[config.mk]
export PLATFORM = sky130hd
export DESIGN_NAME = mac_2bit_accumulator
export DESIGN_NICKNAME = d
export VERILOG_FILES = /design/src/rtl/mac_pkg.sv /design/src/rtl/multiplier_2bit.sv /design/src/rtl/mac_2bit_accumulator.sv
export SDC_FILE = /design/constraint.sdc
export NUM_CORES = 1
export LEC_CHECK = 0
export CORE_AREA = 2 2 49 51
export DETAILED_ROUTE_END_ITERATION = 6
export DIE_AREA = 0 0 51 53
export PLACE_DENSITY = 0.73
export SLEW_MARGIN = 40
export SYNTH_ARGS = -nofsm -noshare
export SYNTH_HDL_FRONTEND = slang
export SYNTH_SLANG_ARGS = --single-unit
[constraint.sdc]
create_clock -name clk -period 3 [get_ports clk]
set_input_delay 0.45 -clock clk [delete_from_list [all_inputs] [get_ports clk]]
set_output_delay 0.45 -clock clk [all_outputs]
set_load 0.02 [all_outputs]
[src/rtl/mac_pkg.sv]
// Shared definitions for the 2-bit multiply-accumulate stage.
package mac_pkg;

  localparam int unsigned PROD_W    = 4;
  localparam int unsigned DEF_LEN   = 4;
  localparam int unsigned DEF_ACC_W = 8;

  typedef enum logic [1:0] {
    S_IDLE  = 2'd0,
    S_ACCUM = 2'd1,
    S_DONE  = 2'd2
  } state_t;

endpackage

[src/rtl/multiplier_2bit.sv]
// 2-bit x 2-bit unsigned multiplier, 4-bit product (0..9).
module multiplier_2bit (
  input  logic [1:0] i1,
  input  logic [1:0] i2,
  output logic [3:0] out
);

  assign out = {2'b00, i1} * {2'b00, i2};

endmodule

[src/rtl/mac_2bit_accumulator.sv]
// Sequential dot-product stage: multiplies 2-bit operand pairs and
// accumulates LEN products into a saturating ACC_W-bit sum.
module mac_2bit_accumulator
  import mac_pkg::*;
#(
  parameter int unsigned LEN   = DEF_LEN,
  parameter int unsigned ACC_W = DEF_ACC_W
) (
  input  logic             clk,
  input  logic             rst,
  input  logic             start,
  input  logic             in_valid,
  output logic             in_ready,
  input  logic [1:0]       a,
  input  logic [1:0]       b,
  output logic             out_valid,
  input  logic             out_ready,
  output logic [ACC_W-1:0] result,
  output logic             ovf,
  output logic             busy
);

  localparam int unsigned        CNT_W = $clog2(LEN + 1);
  localparam logic [CNT_W-1:0]   LAST  = CNT_W'(LEN - 1);

  state_t             state_q;
  logic [ACC_W-1:0]   acc_q;
  logic [ACC_W-1:0]   acc_d;
  logic [CNT_W-1:0]   cnt_q;
  logic               ovf_q;
  logic               ovf_d;
  logic               in_ready_q;
  logic               out_valid_q;
  logic               busy_q;
  logic [PROD_W-1:0]  prod;
  logic [ACC_W:0]     sum;

  multiplier_2bit u_mult (
    .i1  (a),
    .i2  (b),
    .out (prod)
  );

  // Saturating add of the current product onto the accumulator.
  always_comb begin
    sum   = {1'b0, acc_q} + (ACC_W + 1)'(prod);
    acc_d = sum[ACC_W] ? '1 : sum[ACC_W-1:0];
    ovf_d = ovf_q | sum[ACC_W];
  end

  // Control FSM and accumulator; handshake flags are registered alongside
  // the state so they always match the state they decode.
  always_ff @(posedge clk) begin
    if (rst) begin
      state_q     <= S_IDLE;
      acc_q       <= '0;
      cnt_q       <= '0;
      ovf_q       <= 1'b0;
      in_ready_q  <= 1'b0;
      out_valid_q <= 1'b0;
      busy_q      <= 1'b0;
    end else begin
      unique case (state_q)
        S_IDLE: begin
          if (start) begin
            acc_q      <= '0;
            cnt_q      <= '0;
            ovf_q      <= 1'b0;
            state_q    <= S_ACCUM;
            in_ready_q <= 1'b1;
            busy_q     <= 1'b1;
          end
        end
        S_ACCUM: begin
          if (start) begin
            // restart: start wins over any beat offered this cycle
            acc_q <= '0;
            cnt_q <= '0;
            ovf_q <= 1'b0;
          end else if (in_valid && in_ready_q) begin
            acc_q <= acc_d;
            ovf_q <= ovf_d;
            cnt_q <= cnt_q + CNT_W'(1);
            if (cnt_q == LAST) begin
              state_q     <= S_DONE;
              in_ready_q  <= 1'b0;
              out_valid_q <= 1'b1;
            end
          end
        end
        S_DONE: begin
          if (out_ready) begin
            state_q     <= S_IDLE;
            out_valid_q <= 1'b0;
            busy_q      <= 1'b0;
          end
        end
        default: begin
          state_q     <= S_IDLE;
          in_ready_q  <= 1'b0;
          out_valid_q <= 1'b0;
          busy_q      <= 1'b0;
        end
      endcase
    end
  end

  assign in_ready  = in_ready_q;
  assign out_valid = out_valid_q;
  assign busy      = busy_q;
  assign result    = acc_q;
  assign ovf       = ovf_q;

endmodule
==> key figures, run 1 <==
Run status
  • Run status: finished clean

CTS
  • Hold-fix buffer count after cts: 0
  • Number of sinks on the clock net: 17
  • Number of setup buffers added after CTS: 0
  • Clock-pin slew on the worst setup and hold paths: 90 ps
  • CTS tree: built
  • Clock Root Buffer: sky130_fd_sc_hd__clkbuf_4
  • Post-cts resize count: 0
  • Number of buffers created by CTS: 3
  • Clock Tree Buf Depth: 2
  • Clock insertion delay at the later pin of the skew report: 290 ps
  • H-tree depth reported by CTS: 1

Critical path
  • Kind of critical path: in2reg
  • Worst path max stage delay: 460 ps
  • Critical Path Slowest Stage Cell: sky130_fd_sc_hd__fa_1
  • CP required: 3190 ps
  • WP buf/inv: 1
  • Critical path startpoint category: input port
  • Critical-path cell list: clkdlybuf4s50_1 -> and2_1 -> fa_1 -> ha_1 -> fa_1 -> a21o_1 -> nand2_1 -> nor3_1 -> o2bb2a_1
  • Endpoint kind of the worst setup timing path: register
  • CP dominant cell by count: sky130_fd_sc_hd__fa_1
  • Arrival time of data at the critical path endpoint: 2790 ps
  • Delay-heaviest family, CP: adder cells
  • Maximum fanout along the worst path: 3

Synth
  • Post-synthesis cell count: 106
  • Cells taking the most area after synthesis: sky130_fd_sc_hd__dfxtp_1, sky130_fd_sc_hd__ha_1, sky130_fd_sc_hd__nor2_1
  • Share of Yosys cell area claimed by the top area cell type: 0.351
  • Async set-or-reset flop fraction in the synthesized netlist: 0
  • Post-synthesis instance area: 971 um2
  • Leading area contributor after synthesis: sky130_fd_sc_hd__dfxtp_1
  • Count of unique library cells instantiated by Yosys: 41
  • Yosys reg bits: 17
  • Sequential-to-total area share from yosys stat: 0.351
  • Net count of the mapped netlist: 124
  • Top cell types by occurrence after synthesis: sky130_fd_sc_hd__dfxtp_1, sky130_fd_sc_hd__nor2_1, sky130_fd_sc_hd__nand2_1
  • Mean cell area of the mapped netlist: 9.16 um2
  • Ys Warns: 0
  • Number of synthesized flops with an enable pin: 0
  • Most numerous cell in the Yosys netlist: sky130_fd_sc_hd__dfxtp_1
  • Most frequently used flop master after synthesis: sky130_fd_sc_hd__dfxtp_1

Drt
  • Post-detailed-route via-to-cell ratio: 5.53
  • DR pass1 iterations: 3
  • Antenna Nets Post-Route: 0
  • Routed len/inst: 13.2 um
  • Via count of the routed design: 880
  • Post-detailed-route DRC marker count: 0
  • Initial detailed-routing violation count: 9
  • DRT Wirelength: 2.09 mm

STA
  • Total negative setup slack: 0 ps
  • Unrepaired setup endpoints after global routing: false
  • Final-report hold violation count: 0
  • Part of the cycle the worst path needs: 0.869
  • Max transition margin: 0.750
  • # setup viols final: 0
  • Final worst clock skew: 9.39 ps
  • Highest clock rate: 384 MHz
  • Slew of the pin with the lowest slew margin: 374 ps
  • Number of pins exceeding their max-slew limit in the final report: 0
  • Hold slack: 459 ps
  • Clock period minus final worst setup slack: 2610 ps

Layout
  • Number of nets in the layout: 150
  • Fraction of final layout cells sized beyond drive strength 1: 0.137
  • # diodes: 0
  • Post-layout utilization of the core: 0.579
  • Synthesis-to-finish area growth: 28.2%

Pwr
  • PwrDens: 362 nW/um2
  • PnR Total Power: 0.451 mW
  • Peak supply drop: 0.325 mV
  • Pleak: 0.484 nW

Job
  • Total of max-cap violations: 0

Floorplan
  • Floorplan core area: 2150 um2
  • I/O pin cnt: 21
  • Chip height: 53 um
  • Die Wd: 51 um
  • Initial cell density of the core: 0.452
  • Core Rows: 17
  • Die area: 2700 um2

Hold path
  • Hold Path Class: reg2reg

Global route
  • Wire length of the first global-routing pass: 3.48 mm
  • Initial antenna violation count: 0
  • Vias in the first global route: 811
  • Remaining global-route overflow: 0
  • Pin count of the biggest net entering global routing: 14
  • Total global-route track usage: 0.177

Placed design
  • Final weighted congestion of routability-driven global placement: 0.831
  • Detail Placement HPWL: 1.62 mm
  • Number of buffers added on ports: 20
## tightest hold or removal path: cells and delay by family (launching register included)
| kind | cells | cell delay (ps) |
|---|---|---|
| and+or+nand+nor | 1 | 50 |
| AOI/OAI and AO/OA | 1 | 50 |
| DFF | 1 | 320 |
## power breakdown
part	switching [mW]	internal [mW]
registers	0.00969	0.233
clock network	0.0749	0.0496
logic	0.0422	0.0411
## kinds of logic (layout without fill, tap and decap cells)
logic type | after synthesis | after routing | share of synthesized area
and+or+nand+nor | 45 | 45 | 0.265
AOI/OAI and AO/OA | 28 | 28 | 0.215
DFF | 17 | 17 | 0.351
adders and majority gates | 9 | 9 | 0.131
buffers and inverters | 5 | 30 | 0.0193
xor gates and xnor gates | 2 | 2 | 0.0180
## worst paths after layout
check / from / to / slack, ps / cells after the start
min: cnt_q[2]$_SDFFE_PP0P_ / cnt_q[2]$_SDFFE_PP0P_ / 460 / 2
min reg2reg: cnt_q[2]$_SDFFE_PP0P_ / cnt_q[2]$_SDFFE_PP0P_ / 460 / 2
max: b[1] / result[7]$_SDFFE_PP0P_ / 390 / 9
max reg2reg: result[1]$_SDFFE_PP0P_ / result[7]$_SDFFE_PP0P_ / 760 / 7
## state kept, by name (all words and copies together) (netlist names)
name,flops
busy,1
cnt_q,3
in_ready,1
out_valid,1
ovf,1
result,8
state_q,2
## routing by layer
| metal | share of wire | track usage |
|---|---|---|
| met5 | 0 | 0 |
| met4 | 0.013 | 0.0811 |
| met3 | 0.042 | 0.0395 |
| met1 | 0.47 | 0.210 |
| met2 | 0.47 | 0.303 |
## placed cells by master, fill, tap and decap left out, drive strengths merged, types with 2 or more instances in the layout
cell type      netlist  routed
a31oi                3       3
clkdlybuf4s50        0      20
o2bb2ai              4       4
buf                  0       2
inv                  4       4
dfxtp               17      17
nor2                13      13
and2b                3       3
clkbuf               1       3
nor3                 5       5
a21oi                7       7
nand3                3       3
ha                   7       7
a21o                 2       2
fa                   2       2
o21ai                2       2
nand2b               3       3
a211oi               3       3
nand2                9       9
and2                 4       4
## metrics by stage
step	instance area, um2	cells	setup WS, ps
3_3_place_gp	1220	155	126
3_5_place_dp	1220	155	79.2
2_1_floorplan	971	106	603
6_report	1240	159	393
4_1_cts	1240	159	398
5_1_grt	1240	159	295
## final cells by class
| type | count | area, um2 |
|---|---|---|
| clock buffers | 3 | 22.5 |
| clock inverters | 1 | 5.00 |
| repair buffers | 22 | 215 |
| flip-flops and latches | 17 | 340 |
| fillers | 218 | 903 |
| well taps | 28 | 35.0 |
| multi-input cells | 84 | 612 |
| inverters | 4 | 15.0 |
No activity file was read; power rests on OpenSTA's default activity.
==> run 2: changes to the inputs <==
--- a/config.mk
+++ b/config.mk
@@ -5,10 +5,10 @@
 export SDC_FILE = /design/constraint.sdc
 export NUM_CORES = 1
 export LEC_CHECK = 0
-export CORE_AREA = 2 2 49 51
+export CORE_AREA = 2 2 48 50
 export DETAILED_ROUTE_END_ITERATION = 6
-export DIE_AREA = 0 0 51 53
-export PLACE_DENSITY = 0.73
+export DIE_AREA = 0 0 50 52
+export PLACE_DENSITY = 0.76
 export SLEW_MARGIN = 40
 export SYNTH_ARGS = -nofsm -noshare
 export SYNTH_HDL_FRONTEND = slang
==> run 2 against run 1 <==
- clock power down 3%
- global-route usage shrank 0.17 points
- critical path depth unchanged
- sequential share of layout area up 0.19 points
- routed wire length fell by 4.4%
- via count shrank 2.2%
- maximum frequency decreased by 1.1%
- total power down 1.3%
- clock-buffer cell count rose by 1
- first-iteration DRC count down 33%
- largest power group unchanged
==> key figures, run 2 (same netlist as run 1, synthesis figures left out) <==
Run status
  • Run status: finished clean

Drt
  • Routed len/inst: 12.7 um
  • Post-detailed-route via-to-cell ratio: 5.45
  • DR pass1 iterations: 4
  • Via count of the routed design: 861
  • Initial detailed-routing violation count: 6
  • Post-detailed-route DRC marker count: 0
  • Antenna Nets Post-Route: 0
  • DRT Wirelength: 2.00 mm

STA
  • Hold slack: 462 ps
  • Highest clock rate: 379 MHz
  • Number of pins exceeding their max-slew limit in the final report: 0
  • Clock period minus final worst setup slack: 2640 ps
  • Total negative setup slack: 0 ps
  • Final-report hold violation count: 0
  • Part of the cycle the worst path needs: 0.879
  • # setup viols final: 0
  • Unrepaired setup endpoints after global routing: false
  • Slew of the pin with the lowest slew margin: 515 ps
  • Max transition margin: 0.656
  • Final worst clock skew: 2.80 ps
  • Least setup slack across all paths after layout: 363 ps

Layout
  • # diodes: 0
  • Final non-filler cell total: 158
  • Fraction of final layout cells sized beyond drive strength 1: 0.123
  • Most common library cell in the layout ignoring fill and taps: sky130_fd_sc_hd__clkdlybuf4s50_1
  • Top library cells by usage in the layout, fill and taps aside: sky130_fd_sc_hd__clkdlybuf4s50_1, sky130_fd_sc_hd__dfxtp_1, sky130_fd_sc_hd__nor2_1, sky130_fd_sc_hd__nand2_1
  • Synthesis-to-finish area growth: 27.3%
  • Area of all sequential standard cells: 340 um2
  • Footprint of the multi-input gates: 612 um2
  • Number of fill cells in the layout: 179
  • Number of nets in the layout: 149
  • Max reg flops: 8

Pwr
  • Pleak: 0.476 nW
  • Peak supply drop: 0.221 mV
  • PwrDens: 360 nW/um2

CTS
  • Post-cts resize count: 0
  • Clock Tree Buf Depth: 2
  • Clock insertion delay at the later pin of the skew report: 280 ps
  • H-tree depth reported by CTS: 1
  • Number of buffers created by CTS: 3
  • Clock Root Buffer: sky130_fd_sc_hd__clkbuf_4
  • Hold-fix buffer count after cts: 0
  • Clock-pin slew on the worst setup and hold paths: 100 ps
  • CTS tree: built
  • Number of setup buffers added after CTS: 0
  • Number of sinks on the clock net: 17

Floorplan
  • Floorplan core area: 2110 um2
  • Die Wd: 50 um
  • Core Rows: 17
  • Initial cell density of the core: 0.461
  • Die area: 2600 um2
  • Chip height: 52 um
  • I/O pin cnt: 21

Placed design
  • Number of buffers added on ports: 20
  • Post-placement worst setup slack: 50.1 ps
  • Total instance count after detailed placement: 154
  • Detail Placement HPWL: 1.62 mm
  • Final weighted congestion of routability-driven global placement: 0.791

Global route
  • Vias in the first global route: 811
  • Remaining global-route overflow: 0
  • Total global-route track usage: 0.175
  • Pin count of the biggest net entering global routing: 14
  • Initial antenna violation count: 0
  • Wire length of the first global-routing pass: 3.55 mm

Critical path
  • CP required: 3180 ps
  • Arrival time of data at the critical path endpoint: 2820 ps
  • Critical path startpoint category: input port
  • Maximum fanout along the worst path: 3
  • Kind of critical path: in2reg
  • Endpoint kind of the worst setup timing path: register

Hold path
  • Hold Path Class: reg2reg

Job
  • Total of max-cap violations: 0
run 2: metal layers:
| metal | vias to the layer above | GRT usage | part of all wire |
|---|---|---|---|
| met2 | 22 | 0.329 | 0.53 |
| li1 | 431 | - | - |
| met3 | 5 | 0.0259 | 0.035 |
| met5 | - | 0 | 0 |
| met1 | 403 | 0.202 | 0.42 |
| met4 | 0 | 0.0556 | 0.014 |
run 2: worst paths after layout:
kind | from | to | slack, ps | cells after the start
max reg2reg | result[1]$_SDFFE_PP0P_ | result[7]$_SDFFE_PP0P_ | 750 | 7
min reg2reg | cnt_q[2]$_SDFFE_PP0P_ | cnt_q[2]$_SDFFE_PP0P_ | 460 | 2
min | cnt_q[2]$_SDFFE_PP0P_ | cnt_q[2]$_SDFFE_PP0P_ | 460 | 2
max | a[0] | result[7]$_SDFFE_PP0P_ | 360 | 9
run 2: power by group:
| group | internal [mW] | switching, mW | total (mW) |
|---|---|---|---|
| combinational | 0.0403 | 0.0410 | 0.0814 |
| sequential | 0.233 | 0.00944 | 0.243 |
| clock | 0.0516 | 0.0692 | 0.121 |
| total | 0.325 | 0.120 | 0.445 |
run 2: critical path, stage by stage:
cell	delay, ps
sky130_fd_sc_hd__clkdlybuf4s50_1	480
sky130_fd_sc_hd__and2_1	160
sky130_fd_sc_hd__fa_1	440
sky130_fd_sc_hd__ha_1	250
sky130_fd_sc_hd__fa_1	400
sky130_fd_sc_hd__a21o_1	200
sky130_fd_sc_hd__nand2_1	100
sky130_fd_sc_hd__nor3_1	50
sky130_fd_sc_hd__o2bb2a_1	290
run 2: final cells by class:
class	count	share of cell area
Tap cell	28	0.0283
Sequential cell	17	0.275
Timing Repair Buffer	21	0.168
Clock buffer	4	0.0213
Inverter	4	0.0121
Multi-Input combinational cell	84	0.495
run 2: metrics by stage:
step / utilization / cell area [um2] / power [mW]
after floorplan: - / 971 / 0.297
after global placement: 0.575 / 1210 / 0.328
after detailed placement: 0.575 / 1210 / 0.330
after CTS: 0.587 / 1240 / 0.450
after global routing: 0.587 / 1240 / 0.473
final: 0.587 / 1240 / 0.445
